**config.mk**
```make
export PLATFORM = sky130hd
export DESIGN_NAME = pipe_ctrl_stage
export DESIGN_NICKNAME = d
export VERILOG_FILES = /design/src/rtl/pipe_ctrl_stage.sv
export SDC_FILE = /design/constraint.sdc
export NUM_CORES = 1
export LEC_CHECK = 0
export ABC_AREA = 1
export BUFFER_PORTS_ARGS = -buffer_cell sky130_fd_sc_hd__clkbuf_2
export CORE_ASPECT_RATIO = 1.25
export CORE_MARGIN = 2
export CORE_UTILIZATION = 58
export CTS_CLUSTER_SIZE = 25
export DETAILED_ROUTE_END_ITERATION = 12
export GPL_TIMING_DRIVEN = 0
export HOLD_SLACK_MARGIN = 0.1
export PLACE_DENSITY = 0.9
export SLEW_MARGIN = 20
export SYNTH_ARGS = -nofsm -noshare
export SYNTH_HDL_FRONTEND = slang
export SYNTH_SLANG_ARGS = --single-unit
export TNS_END_PERCENT = 5
```
**constraint.sdc**
```tcl
create_clock -name clk -period 3.55 [get_ports clk]
set_input_delay 0.71 -clock clk [delete_from_list [all_inputs] [get_ports clk]]
set_output_delay 0.71 -clock clk [all_outputs]
set_load 0.02 [all_outputs]
```
**src/rtl/pipe_ctrl_stage.sv**
```systemverilog
// Pipeline-stage register for control bundles: valid/ready handshake, optional
// skid entry, and selective flush that keeps entries tagged noflush.
module pipe_ctrl_stage #(
  parameter int               WIDTH     = 16,
  parameter int               SKID      = 1,
  parameter logic [WIDTH-1:0] RESET_VAL = '0,
  parameter logic [WIDTH-1:0] FLUSH_VAL = '0
) (
  input  logic             clk,
  input  logic             reset,
  input  logic             in_valid,
  output logic             in_ready,
  input  logic [WIDTH-1:0] in_data,
  input  logic             in_noflush,
  input  logic             flush,
  output logic             out_valid,
  input  logic             out_ready,
  output logic [WIDTH-1:0] out_data,
  output logic             out_noflush,
  output logic [1:0]       occupancy
);

  logic             main_valid, skid_valid;
  logic [WIDTH-1:0] main_data, skid_data;
  logic             main_nf, skid_nf;

  logic             accept, pop;
  logic [2:0]       c_v, c_nf;
  logic [2:0][WIDTH-1:0] c_d;
  logic             nm_v, ns_v, nm_nf, ns_nf;
  logic [WIDTH-1:0] nm_d, ns_d;

  // SKID=1: in_ready is just the inverted skid flag, which is itself a register.
  generate
    if (SKID != 0) begin : g_skid
      assign in_ready = ~skid_valid;
    end else begin : g_noskid
      assign in_ready = ~main_valid | out_ready;
    end
  endgenerate

  assign accept      = in_valid & in_ready;
  assign pop         = main_valid & out_ready;
  assign out_valid   = main_valid;
  assign out_data    = main_data;
  assign out_noflush = main_nf;

  // Oldest-first candidate list, filtered by flush, compacted into main then skid.
  always_comb begin
    c_v  = {accept, skid_valid, main_valid & ~pop};
    c_d  = {in_data, skid_data, main_data};
    c_nf = {in_noflush, skid_nf, main_nf};
    if (flush) c_v = c_v & c_nf;

    nm_v = 1'b0; nm_d = FLUSH_VAL; nm_nf = 1'b0;
    ns_v = 1'b0; ns_d = FLUSH_VAL; ns_nf = 1'b0;
    for (int i = 0; i < 3; i++) begin
      if (c_v[i]) begin
        if (!nm_v) begin
          nm_v = 1'b1; nm_d = c_d[i]; nm_nf = c_nf[i];
        end else if (!ns_v) begin
          ns_v = 1'b1; ns_d = c_d[i]; ns_nf = c_nf[i];
        end
      end
    end
    if (SKID == 0) begin
      ns_v = 1'b0; ns_d = FLUSH_VAL; ns_nf = 1'b0;
    end

    // An entry that was already empty keeps its payload unless flushed, so
    // the post-reset bubble still shows RESET_VAL.
    if (!nm_v && !main_valid && !flush) begin
      nm_d = main_data; nm_nf = main_nf;
    end
    if (!ns_v && !skid_valid && !flush) begin
      ns_d = skid_data; ns_nf = skid_nf;
    end
  end

  always_ff @(posedge clk or posedge reset) begin
    if (reset) begin
      main_valid <= 1'b0;
      skid_valid <= 1'b0;
      main_data  <= RESET_VAL;
      skid_data  <= RESET_VAL;
      main_nf    <= 1'b0;
      skid_nf    <= 1'b0;
      occupancy  <= 2'd0;
    end else begin
      main_valid <= nm_v;
      skid_valid <= ns_v;
      main_data  <= nm_d;
      skid_data  <= ns_d;
      main_nf    <= nm_nf;
      skid_nf    <= ns_nf;
      occupancy  <= {1'b0, nm_v} + {1'b0, ns_v};
    end
  end

endmodule

```
After elaboration in Yosys (flattened, before gate mapping)
Cells that the tools add are included.
{ "word_totals": {"elab_cells": 51, "output_inout_bits": 21, "register_bits": 38, "romBits": 0, "input_bits": 22, "memories": 0, "ramBits": 0, "latch_bits": 0} }
{ "op_classes": {"n_mul": 0, "magnitude_cmp": 0, "bitwise": 6, "reduce_logical": 9, "div": 0, "mux": 28, "shift": 0, "eq_ne": 0, "addsub": 1} }
{ "op_table": {"columns": ["cell", "count"], "rows": [
  ["$mux 16", 10],
  ["$mux 1", 17],
  ["$logic_not 1->1", 5],
  ["$logic_and 1x1->1", 4],
  ["$and 1x1->1", 3],
  ["$and 3x3->3", 1],
  ["$mux 3", 1],
  ["$add 1x1->2", 1],
  ["$not 1->1", 2]
]} }

Logic depth before layout (Yosys ltp)
Gate-level depths: netlist (run 1).
{ "logic_depth": {"ltp_word": 13, "mapped_depth": 9, "ltp_nobuf": 8} }

Worst setup path before layout (run 1)
No wires, ideal clock.
{ "synth_timing": {"kind": "input-to-reg", "start": "in out_ready", "end": "reg occupancy[0]", "required_ns": 3.424, "slack_ns": 1.768, "setup_ns": 0.126, "path_buffers": 1, "stages": 7, "arrival_ns": 1.657, "path_cell_list": "inv_1 -> nand2_1 -> nor2_1 -> nand2_2 -> buf_4 -> inv_1 -> ha_1"} }
{ "synth_via": {"elab_chain_len": 11, "word_cells_on_any_way": 13, "cone_classes": "add/sub: 1; mux: 8; bitwise: 4"} }
{ "synth_rtl": {"columns": ["element", "line_no", "rtl"], "rows": [
  ["start, declared", "17", "input logic out_ready,"],
  ["$and 1x1->1 (*)", "43", "assign pop = main_valid & out_ready;"],
  ["$not 1->1 (*)", "50", "c_v = {accept, skid_valid, main_valid & ~pop};"],
  ["$and 1x1->1 (*)", "50", null],
  ["$and 3x3->3", "53", "if (flush) c_v = c_v & c_nf;"],
  ["$mux 3 (*)", "53", null],
  ["$mux 1 (*)", "58", "if (c_v[i]) begin"],
  ["$mux 1", "59", "if (!nm_v) begin"],
  ["$mux 1", "58", null],
  ["$mux 1", "59", null],
  ["$mux 1 (*)", "58", null],
  ["via ns_v", "30", "logic nm_v, ns_v, nm_nf, ns_nf;"],
  ["$add 1x1->2 (*)", "96", "occupancy <= {1'b0, nm_v} + {1'b0, ns_v};"],
  ["end signal, assigned", "96", null],
  ["end, declared", "20", "output logic [1:0] occupancy"]
]} }
The timed path passes the listed nets; every way through them passes the cells marked *.
A chain may end at the register's enable or synchronous reset.

Final worst setup path (run 1)
{ "layout_timing": {"start": "in flush", "end": "reg occupancy[0]"} }
{ "layout_via": {"elab_chain_len": 7, "word_cells_on_any_way": 9, "cone_classes": "add/sub: 1; mux: 8"} }
{ "layout_rtl": {"columns": ["element", "line_no", "rtl"], "rows": [
  ["start, declared", "15", "input logic flush,"],
  ["$mux 3 (*)", "53", null],
  ["$mux 1", "58", null],
  ["$mux 1", "59", null],
  ["$mux 1", "58", null],
  ["$mux 1", "59", null],
  ["$mux 1 (*)", "58", null],
  ["via ns_v", "30", null],
  ["$add 1x1->2 (*)", "96", null]
]} }
Marked as above.

==> results of run 1 <==
-- layout by cell type (no fill, tap or decap) --
master	instances
sky130_fd_sc_hd__buf_12	1
sky130_fd_sc_hd__buf_2	5
sky130_fd_sc_hd__buf_4	4
sky130_fd_sc_hd__buf_6	1
sky130_fd_sc_hd__bufinv_16	2
sky130_fd_sc_hd__clkbuf_2	42
sky130_fd_sc_hd__clkbuf_8	6
sky130_fd_sc_hd__dfrtp_1	38
sky130_fd_sc_hd__ha_1	1
sky130_fd_sc_hd__inv_1	27
sky130_fd_sc_hd__inv_2	3
sky130_fd_sc_hd__nand2_1	158
sky130_fd_sc_hd__nand2_2	4
sky130_fd_sc_hd__nand3_1	35
sky130_fd_sc_hd__nor2_1	4
sky130_fd_sc_hd__nor2_2	1
sky130_fd_sc_hd__nor2_4	2
sky130_fd_sc_hd__o21ai_0	1
sky130_fd_sc_hd__o21bai_4	1
-- synth_stat cells (all sizes together) --
cell type	count
buf	10
dfrtp	38
ha	1
inv	30
nand2	162
nand3	35
nor2	7
o21ai	1
o21bai	1
-- power groups by stage --
stage,registers [mW],clock network [mW],logic (mW)
floorplan,0.547,0,0.113
global placement,0.517,0,0.212
detailed placement,0.520,0,0.221
CTS,0.511,0.459,0.222
global route,0.517,0.473,0.246
finish,0.511,0.449,0.220
-- per-stage QoR --
step | instance area [sq um] | setup slack (ns) | hold slack [ns] | util (%) | power (mW)
floorplan | 2000 | 1.77 | 0.498 | - | 0.660
finish | 2420 | 1.75 | 0.316 | 74.5 | 1.18
global placement | 2260 | 1.51 | 0.453 | 69.5 | 0.729
global route | 2420 | 1.65 | 0.336 | 74.5 | 1.24
CTS | 2420 | 1.74 | 0.317 | 74.5 | 1.19
detailed placement | 2280 | 1.43 | 0.459 | 70.1 | 0.741
-- layer usage --
| metal | global-route usage (%) | wire length (microns) |
|---|---|---|
| met1 | 30.9 | 1830 |
| met2 | 42.1 | 2310 |
| met3 | 5.78 | 308 |
| met4 | 10.1 | 65 |
| met5 | 0 | 0 |
-- critical path: cells and delay by family --
kind	cells	cell delay (ns)
adders and majority gates	1	0.23
buffers and inverters	4	0.50
and+or+nand+nor	3	0.54
-- area by class of cell --
| cell class | instances | area (sq um) | area share [%] |
|---|---|---|---|
| inverters | 30 | 113 | 4.65 |
| well taps | 37 | 46.3 | 1.91 |
| repair buffers | 43 | 230 | 9.50 |
| clock inverters | 2 | 60.1 | 2.48 |
| clock buffers | 6 | 82.6 | 3.41 |
| flip-flops and latches | 38 | 951 | 39.3 |
| plain buffers | 10 | 66.3 | 2.74 |
| multi-input cells | 207 | 873 | 36.1 |
-- sequential cells by signal, summed over array words and instances, names as in the netlist --
name,count
out_data,16
skid_nf,1
occupancy,2
skid_data,16
out_noflush,1
skid_valid,1
out_valid,1
-- cell families (layout without fill, tap and decap cells) --
kind of cell / count (synthesis) / in the layout / share of synthesized area [%]
fa+ha+maj: 1 / 1 / 0.625
compound gates: 2 / 2 / 1.19
flops: 38 / 38 / 47.5
simple gates: 204 / 204 / 41.8
buf+inv: 40 / 91 / 8.93
-- worst max-delay path by stage --
| stage | start | endpoint | slack [ns] | cells past startpoint |
|---|---|---|---|---|
| final | flush | occupancy[0]$_DFF_PP0_ | 1.75 | 8 |
| after global routing | flush | occupancy[0]$_DFF_PP0_ | 1.65 | 8 |
| after detailed placement | flush | occupancy[0]$_DFF_PP0_ | 1.43 | 8 |
| after floorplan | out_ready | occupancy[0]$_DFF_PP0_ | 1.77 | 7 |
| after CTS | flush | occupancy[0]$_DFF_PP0_ | 1.74 | 8 |
| after global placement | reset | out_data[9]$_DFFE_PP0N_ | 1.51 | 2 |
==> tab_implementation.tex, run 1 <==
\begin{tabular}{lr}
\hline
Metric & Value \\
\hline
\multicolumn{2}{l}{\textbf{CTS}} \\
\quad Post-CTS Setup Bufs & 0 \\
\quad Bufs on Longest Clock Path & 2 \\
\quad Cell at the root of the clock tree & sky130\_fd\_sc\_hd\_\_clkbuf\_8 \\
\quad Clock transition at the registers of the reported paths & 0.07 ns \\
\quad Max H-tree Level & 2 \\
\quad TritonCTS clock tree & built \\
\quad Resized cells post-CTS & 0 \\
\quad CTS buffer count & 5 \\
\quad Hold buffer count at CTS & 0 \\
\quad CTS sink cnt & 38 \\
\quad Clock latency reported for the late side of the worst-skew pair & 0.29 ns \\
\multicolumn{2}{l}{\textbf{Worst setup path}} \\
\quad Largest driver fanout on the critical path & 10 \\
\quad Slowest stage cell on the critical path & sky130\_fd\_sc\_hd\_\_nor2\_1 \\
\quad Cells along the critical path & clkbuf\_2 > inv\_2 > nor2\_1 > nor2\_1 > nand2\_2 > buf\_4 > inv\_1 > ha\_1 \\
\quad Required time at the worst-slack endpoint & 3.72 ns \\
\quad Startpoint of the worst-slack reg-to-reg timing path & out\_noflush\$\_DFFE\_PP0N\_ \\
\quad Critical path class & input port to register \\
\quad Sort of element at the start of the critical path & input port \\
\quad Biggest cell delay along the critical path & 0.29 ns \\
\quad RR Endpoint & occupancy[0]\$\_DFF\_PP0\_ \\
\quad Worst setup EP type & register \\
\quad CP arrival & 1.97 ns \\
\quad Most frequent cell on the critical path & sky130\_fd\_sc\_hd\_\_nor2\_1 \\
\quad Number of cell instances on the worst register-to-register path & 7 \\
\quad Setup slack of the worst register-to-register path & 1.88 ns \\
\multicolumn{2}{l}{\textbf{Timing}} \\
\quad Count of final setup violators & 0 \\
\quad Summed negative setup slack over all endpoints & 0 ns \\
\quad Tcrit/Tclk final & 50.6\% \\
\quad Number of endpoints with negative hold slack in the final report & 0 \\
\quad Clock period minus final worst setup slack & 1.80 ns \\
\quad Peak clock frequency supported by timing & 556 MHz \\
\quad Max-slew violation total from the final report & 0 \\
\quad Setup clock skew after layout & 0.00426 ns \\
\quad Transition time at the pin with the least slew margin & 0.508 ns \\
\quad Setup repair after global routing missed its margin & false \\
\quad Worst slew margin relative to its limit & 66.0\% \\
\multicolumn{2}{l}{\textbf{Layout}} \\
\quad Nets & 358 \\
\quad Number of fillers in the final layout & 256 \\
\quad Layout Area Growth over Synthesis & 20.9\% \\
\quad Proportion of layout cells with a drive suffix above 1 & 21.4\% \\
\quad Fin cells & 373 \\
\quad Inserted Diodes & 0 \\
\multicolumn{2}{l}{\textbf{GRT}} \\
\quad Number of antenna violations at the first check in global routing & 0 \\
\quad GRT Residual Overflow & 0 \\
\quad Global-route usage over all layers & 25.1\% \\
\quad First-pass GRT wire length & 7760 microns \\
\quad Pin count of the biggest net entering global routing & 29 \\
\quad Via count of the first global-routing pass & 1810 \\
\multicolumn{2}{l}{\textbf{Yosys}} \\
\quad Portion of synthesized cell area occupied by the leading cell type & 47.5\% \\
\quad Yosys warnings & 0 \\
\quad Synthesized instance count & 285 \\
\quad Synthesized net count & 308 \\
\quad Number of distinct library cells after synthesis & 15 \\
\quad Flip-flop and latch count after synthesis & 38 \\
\quad Sequential fraction of the synthesis area & 47.5\% \\
\quad Ranking of synthesized cells by area & sky130\_fd\_sc\_hd\_\_dfrtp\_1 47\%, sky130\_fd\_sc\_hd\_\_nand2\_1 30\%, sky130\_fd\_sc\_hd\_\_nand3\_1 8.7\%, sky130\_fd\_sc\_hd\_\_inv\_1 5.2\%, sky130\_fd\_sc\_hd\_\_buf\_4 1.5\% \\
\quad Average size of a mapped cell & 7.03 sq um \\
\quad Cell type with the highest aggregate area in the netlist & sky130\_fd\_sc\_hd\_\_dfrtp\_1 \\
\quad Summed instance area of the synthesized netlist & 2000 sq um \\
\multicolumn{2}{l}{\textbf{Route}} \\
\quad Vias/cell & 5.03 \\
\quad DRC viols & 0 \\
\quad TritonRoute pass-1 iters & 5 \\
\quad Via count & 1875 \\
\quad Aggregate routed wire length & 4520 microns \\
\quad Avg WL per Cell & 12.1 microns \\
\quad Iteration-0 DRC count of the detailed router & 131 \\
\quad Post-route antenna net violation count & 0 \\
\multicolumn{2}{l}{\textbf{Power}} \\
\quad Net switching share of the total power & 27.6\% \\
\quad Net Sw Power & 326 uW \\
\quad Total power divided by cell area & 487 nW/um\^{}2 \\
\quad Clock share of power & 38.0\% \\
\quad Largest vdd supply drop & 441 uV \\
\quad Internal Dissipation & 854 uW \\
\quad Relative contribution of combinational cells to total power & 18.6\% \\
\quad Part of the power in registers & 43.3\% \\
\quad Reported leakage power & 1.49 nW \\
\multicolumn{2}{l}{\textbf{Floorplan}} \\
\quad Num ports & 43 \\
\quad Row count & 23 \\
\quad Area enclosed by the die boundary & 3940 sq um \\
\quad Die height & 69.7 microns \\
\quad Standard cell core area & 3250 sq um \\
\quad Initial Utilization & 61.6\% \\
\quad Floorplan die width & 56.6 microns \\
\multicolumn{2}{l}{\textbf{Placed design}} \\
\quad HPWL reported at the end of detailed placement & 3300 microns \\
\quad Total instance count after detailed placement & 365 \\
\quad Quantity of I/O buffers inserted on ports & 42 \\
\quad Final weighted congestion in routability-driven placement & 0.819 \\
\multicolumn{2}{l}{\textbf{Worst hold path}} \\
\quad Worst Hold Class & input port to asynchronous set/reset pin \\
\multicolumn{2}{l}{\textbf{Flow run}} \\
\quad Max\_cap viols & 0 \\
\multicolumn{2}{l}{\textbf{Run status}} \\
\quad Status & finished, final reports clean \\
\hline
\end{tabular}
Power figures use the tool's default switching activity.
==> run 2: changes to the inputs <==
--- a/config.mk
+++ b/config.mk
@@ -9,12 +9,12 @@
 export BUFFER_PORTS_ARGS = -buffer_cell sky130_fd_sc_hd__clkbuf_2
 export CORE_ASPECT_RATIO = 1.25
 export CORE_MARGIN = 2
-export CORE_UTILIZATION = 58
+export CORE_UTILIZATION = 49
 export CTS_CLUSTER_SIZE = 25
 export DETAILED_ROUTE_END_ITERATION = 12
 export GPL_TIMING_DRIVEN = 0
 export HOLD_SLACK_MARGIN = 0.1
-export PLACE_DENSITY = 0.9
+export PLACE_DENSITY = 0.82
 export SLEW_MARGIN = 20
 export SYNTH_ARGS = -nofsm -noshare
 export SYNTH_HDL_FRONTEND = slang
==> constraint.sdc (replaced) <==
create_clock -name clk -period 1.6 [get_ports clk]
set_input_delay 0.32 -clock clk [delete_from_list [all_inputs] [get_ports clk]]
set_output_delay 0.32 -clock clk [all_outputs]
set_load 0.02 [all_outputs]
==> tab_implementation.tex, run 2 (synthesis gave the netlist of run 1 again) <==
\begin{tabular}{lr}
\hline
Metric & Value \\
\hline
\multicolumn{2}{l}{\textbf{Timing}} \\
\quad Setup clock skew after layout & 0.00342 ns (was 0.00426 ns) \\
\quad Worst-case setup margin in the final layout & 0.0430 ns (was 1.75 ns) \\
\quad Clock period minus final worst setup slack & 1.56 ns \\
\quad Number of endpoints with negative hold slack in the final report & 0 (unchanged) \\
\quad Worst-case hold slack & 0.319 ns (was 0.316 ns) \\
\quad Transition time at the pin with the least slew margin & 0.537 ns (was 0.508 ns) \\
\quad Setup repair after global routing missed its margin & true (was false) \\
\quad Peak clock frequency supported by timing & 642 MHz \\
\quad Tcrit/Tclk final & 97.3\% \\
\quad Max-slew violation total from the final report & 0 (unchanged) \\
\quad Worst slew margin relative to its limit & 64.0\% (was 66.0\%) \\
\quad Count of final setup violators & 0 (unchanged) \\
\multicolumn{2}{l}{\textbf{Worst hold path}} \\
\quad Worst Hold Class & input port to register (was input port to asynchronous set/reset pin) \\
\quad Beginning of the worst hold path & in\_data[6] \\
\multicolumn{2}{l}{\textbf{Run status}} \\
\quad Status & finished, final reports clean (unchanged) \\
\multicolumn{2}{l}{\textbf{GRT}} \\
\quad Pin count of the biggest net entering global routing & 36 (was 29) \\
\quad Global-route usage over all layers & 21.1\% (was 25.1\%) \\
\quad First-pass GRT wire length & 7250 microns (was 7760 microns) \\
\quad Number of antenna violations at the first check in global routing & 0 (unchanged) \\
\quad GRT Residual Overflow & 0 (unchanged) \\
\quad Via count of the first global-routing pass & 1707 (was 1810) \\
\multicolumn{2}{l}{\textbf{Route}} \\
\quad TritonRoute pass-1 iters & 5 (unchanged) \\
\quad Aggregate routed wire length & 4500 microns (was 4520 microns) \\
\quad Iteration-0 DRC count of the detailed router & 90 (was 131) \\
\quad Via count & 1908 (was 1875) \\
\quad DRC viols & 0 (unchanged) \\
\quad Vias/cell & 4.84 (was 5.03) \\
\quad Post-route antenna net violation count & 0 (unchanged) \\
\quad Avg WL per Cell & 11.4 microns (was 12.1 microns) \\
\multicolumn{2}{l}{\textbf{Worst setup path}} \\
\quad RR Endpoint & occupancy[0]\$\_DFF\_PP0\_ (unchanged) \\
\quad Worst setup EP type & register (unchanged) \\
\quad Biggest cell delay along the critical path & 0.46 ns (was 0.29 ns) \\
\quad Critical path class & register to register (was input port to register) \\
\quad Largest driver fanout on the critical path & 10 (unchanged) \\
\quad Buffers and inverters on the worst path & 2 (was 4) \\
\quad Termination of the worst setup path & occupancy[0]\$\_DFF\_PP0\_ (unchanged) \\
\quad Levels on crit path & 7 (was 8) \\
\quad CP arrival & 1.73 ns (was 1.97 ns) \\
\quad Slowest stage cell on the critical path & sky130\_fd\_sc\_hd\_\_dfrtp\_2 (was sky130\_fd\_sc\_hd\_\_nor2\_1) \\
\quad Setup slack of the worst register-to-register path & 0.04 ns (was 1.88 ns) \\
\quad Startpoint of the worst-slack reg-to-reg timing path & skid\_valid\$\_DFF\_PP0\_ (was out\_noflush\$\_DFFE\_PP0N\_) \\
\quad Cells along the critical path & nor2\_2 > nand2\_2 > nand2\_2 > nand2\_4 > buf\_6 > inv\_1 > ha\_1 (was clkbuf\_2 > inv\_2 > nor2\_1 > nor2\_1 > nand2\_2 > buf\_4 > inv\_1 > ha\_1) \\
\quad Sort of element at the start of the critical path & register (was input port) \\
\quad Most frequent cell on the critical path & sky130\_fd\_sc\_hd\_\_nand2\_2 (was sky130\_fd\_sc\_hd\_\_nor2\_1) \\
\quad Kind of cell with the highest combined delay on the critical path & simple AND/OR/NAND/NOR gates (unchanged) \\
\quad Critical Path Start & skid\_valid\$\_DFF\_PP0\_ (was flush) \\
\quad Number of cell instances on the worst register-to-register path & 7 (unchanged) \\
\quad Required time at the worst-slack endpoint & 1.78 ns (was 3.72 ns) \\
\multicolumn{2}{l}{\textbf{Power}} \\
\quad Part of the power in registers & 49.2\% (was 43.3\%) \\
\quad Total power divided by cell area & 951 nW/um\^{}2 (was 487 nW/um\^{}2) \\
\quad Reported leakage power & 1.49 nW (about the same) \\
\quad Clock share of power & 29.3\% (was 38.0\%) \\
\quad Relative contribution of combinational cells to total power & 21.5\% (was 18.6\%) \\
\quad Net Sw Power & 726 uW (was 326 uW) \\
\quad Net switching share of the total power & 31.4\% (was 27.6\%) \\
\quad Largest vdd supply drop & 478 uV (was 441 uV) \\
\quad Internal Dissipation & 1.59 mW (was 854 uW) \\
\multicolumn{2}{l}{\textbf{CTS}} \\
\quad TritonCTS clock tree & built (unchanged) \\
\quad Bufs on Longest Clock Path & 2 (unchanged) \\
\quad Cell at the root of the clock tree & sky130\_fd\_sc\_hd\_\_clkbuf\_8 (unchanged) \\
\quad CTS sink cnt & 38 (unchanged) \\
\quad Clock transition at the registers of the reported paths & 0.07 ns (about the same) \\
\quad CTS buffer count & 5 (unchanged) \\
\quad Max H-tree Level & 2 (unchanged) \\
\quad Clock latency reported for the late side of the worst-skew pair & 0.29 ns (about the same) \\
\multicolumn{2}{l}{\textbf{Layout}} \\
\quad Inserted Diodes & 0 (unchanged) \\
\quad Highest-count cells in the layout ignoring fill and taps & 158 x sky130\_fd\_sc\_hd\_\_nand2\_1, 42 x sky130\_fd\_sc\_hd\_\_clkbuf\_2, 37 x sky130\_fd\_sc\_hd\_\_dfrtp\_1 (was 158 x sky130\_fd\_sc\_hd\_\_nand2\_1, 42 x sky130\_fd\_sc\_hd\_\_clkbuf\_2, 38 x sky130\_fd\_sc\_hd\_\_dfrtp\_1) \\
\quad Area taken by flip-flops and latches & 952 sq um (was 951 sq um) \\
\quad Area used by multi-input combinational logic & 881 sq um (was 873 sq um) \\
\quad Layout Area Growth over Synthesis & 21.3\% (was 20.9\%) \\
\quad Proportion of layout cells with a drive suffix above 1 & 21.9\% (was 21.4\%) \\
\quad Number of fillers in the final layout & 383 (was 256) \\
\quad Nets & 360 (was 358) \\
\quad Commonest non-fill, non-tap cell in the layout & sky130\_fd\_sc\_hd\_\_nand2\_1 (unchanged) \\
\multicolumn{2}{l}{\textbf{Floorplan}} \\
\quad Floorplan die width & 61.2 microns (was 56.6 microns) \\
\quad Num ports & 43 (unchanged) \\
\quad Initial Utilization & 50.1\% (was 61.6\%) \\
\quad Row count & 26 (was 23) \\
\quad Die height & 75.5 microns (was 69.7 microns) \\
\quad Standard cell core area & 4000 sq um (was 3250 sq um) \\
\quad Area enclosed by the die boundary & 4620 sq um (was 3940 sq um) \\
\multicolumn{2}{l}{\textbf{Placed design}} \\
\quad HPWL reported at the end of detailed placement & 3240 microns (was 3300 microns) \\
\quad Quantity of I/O buffers inserted on ports & 42 (unchanged) \\
\quad Final weighted congestion in routability-driven placement & 0.849 (was 0.819) \\
\quad Minimum setup slack after placement & -0.0973 ns (was 1.43 ns) \\
\multicolumn{2}{l}{\textbf{Flow run}} \\
\quad Max\_cap viols & 0 (unchanged) \\
\hline
\end{tabular}
## run 2: changes by cell type in the layout (fill, tap and decap cells not counted), sizes merged
cell / before / now
dlygate4sd3: 0 / 1
clkinv: 0 / 1
clkbuf: 48 / 50
bufinv: 2 / 0
## run 2: how the worst min path moves through the flow
stage	cells after the start	end
2_1_floorplan	2	skid_data[0]$_DFFE_PP0N_
3_3_place_gp	2	out_data[6]$_DFFE_PP0N_
3_5_place_dp	2	out_data[2]$_DFFE_PP0N_
4_1_cts	5	out_data[6]$_DFFE_PP0N_
5_1_grt	5	out_data[12]$_DFFE_PP0N_
6_report	5	out_data[6]$_DFFE_PP0N_
## run 2: per-stage QoR
step	setup TNS [ns]	utilization [%]	cell area (sq um)	std cells	power (mW)
after global routing	-0.139	60.7	2430	394	2.43
after detailed placement	-0.0973	57.6	2300	384	1.64
after CTS	0	60.1	2400	392	2.31
after global placement	-1.89	57.1	2280	383	1.62
final	0	60.7	2430	394	2.31
after floorplan	0	-	2000	285	1.47
## run 2: cell type report
cell class	instances	share of cell area, %
clock inverter	1	0.206
multi-input combinational	207	36.3
inverter	30	4.63
timing repair buffer	46	10.5
tap	56	2.88
buffer	9	2.78
sequential	38	39.2
clock buffer	7	3.55
## run 2: repair_timing
action	CTS	global route
hold endpoints to repair	21	0
pin swaps	0	1
buffers inserted	0	2
gates resized for setup	2	3
hold buffers	1	0
endpoints found under the setup margin	1	14
## run 2: power by group through the flow
stage          Clock [mW]  Sequential (mW)  Combinational (mW)
2_1_floorplan           0             1.21               0.252
3_3_place_gp            0             1.15               0.471
3_5_place_dp            0             1.15               0.487
4_1_cts             0.683             1.14               0.489
5_1_grt             0.719             1.15               0.561
6_report            0.676             1.14               0.497
## run 2: metal layers
metal	track usage [%]	up-vias	part of all wire (%)
met5	0	-	0
met3	4.58	13	5.5
met4	7.25	0	2.5
met1	27.0	871	43
met2	35.0	67	49
li1	-	957	-
## run 2: tightest hold or removal path, cell delays in order
cell	delay, ns
sky130_fd_sc_hd__clkbuf_2	0.09
sky130_fd_sc_hd__nand2_1	0.05
sky130_fd_sc_hd__nand2_1	0.05
sky130_fd_sc_hd__inv_1	0.03
sky130_fd_sc_hd__nand2_1	0.05
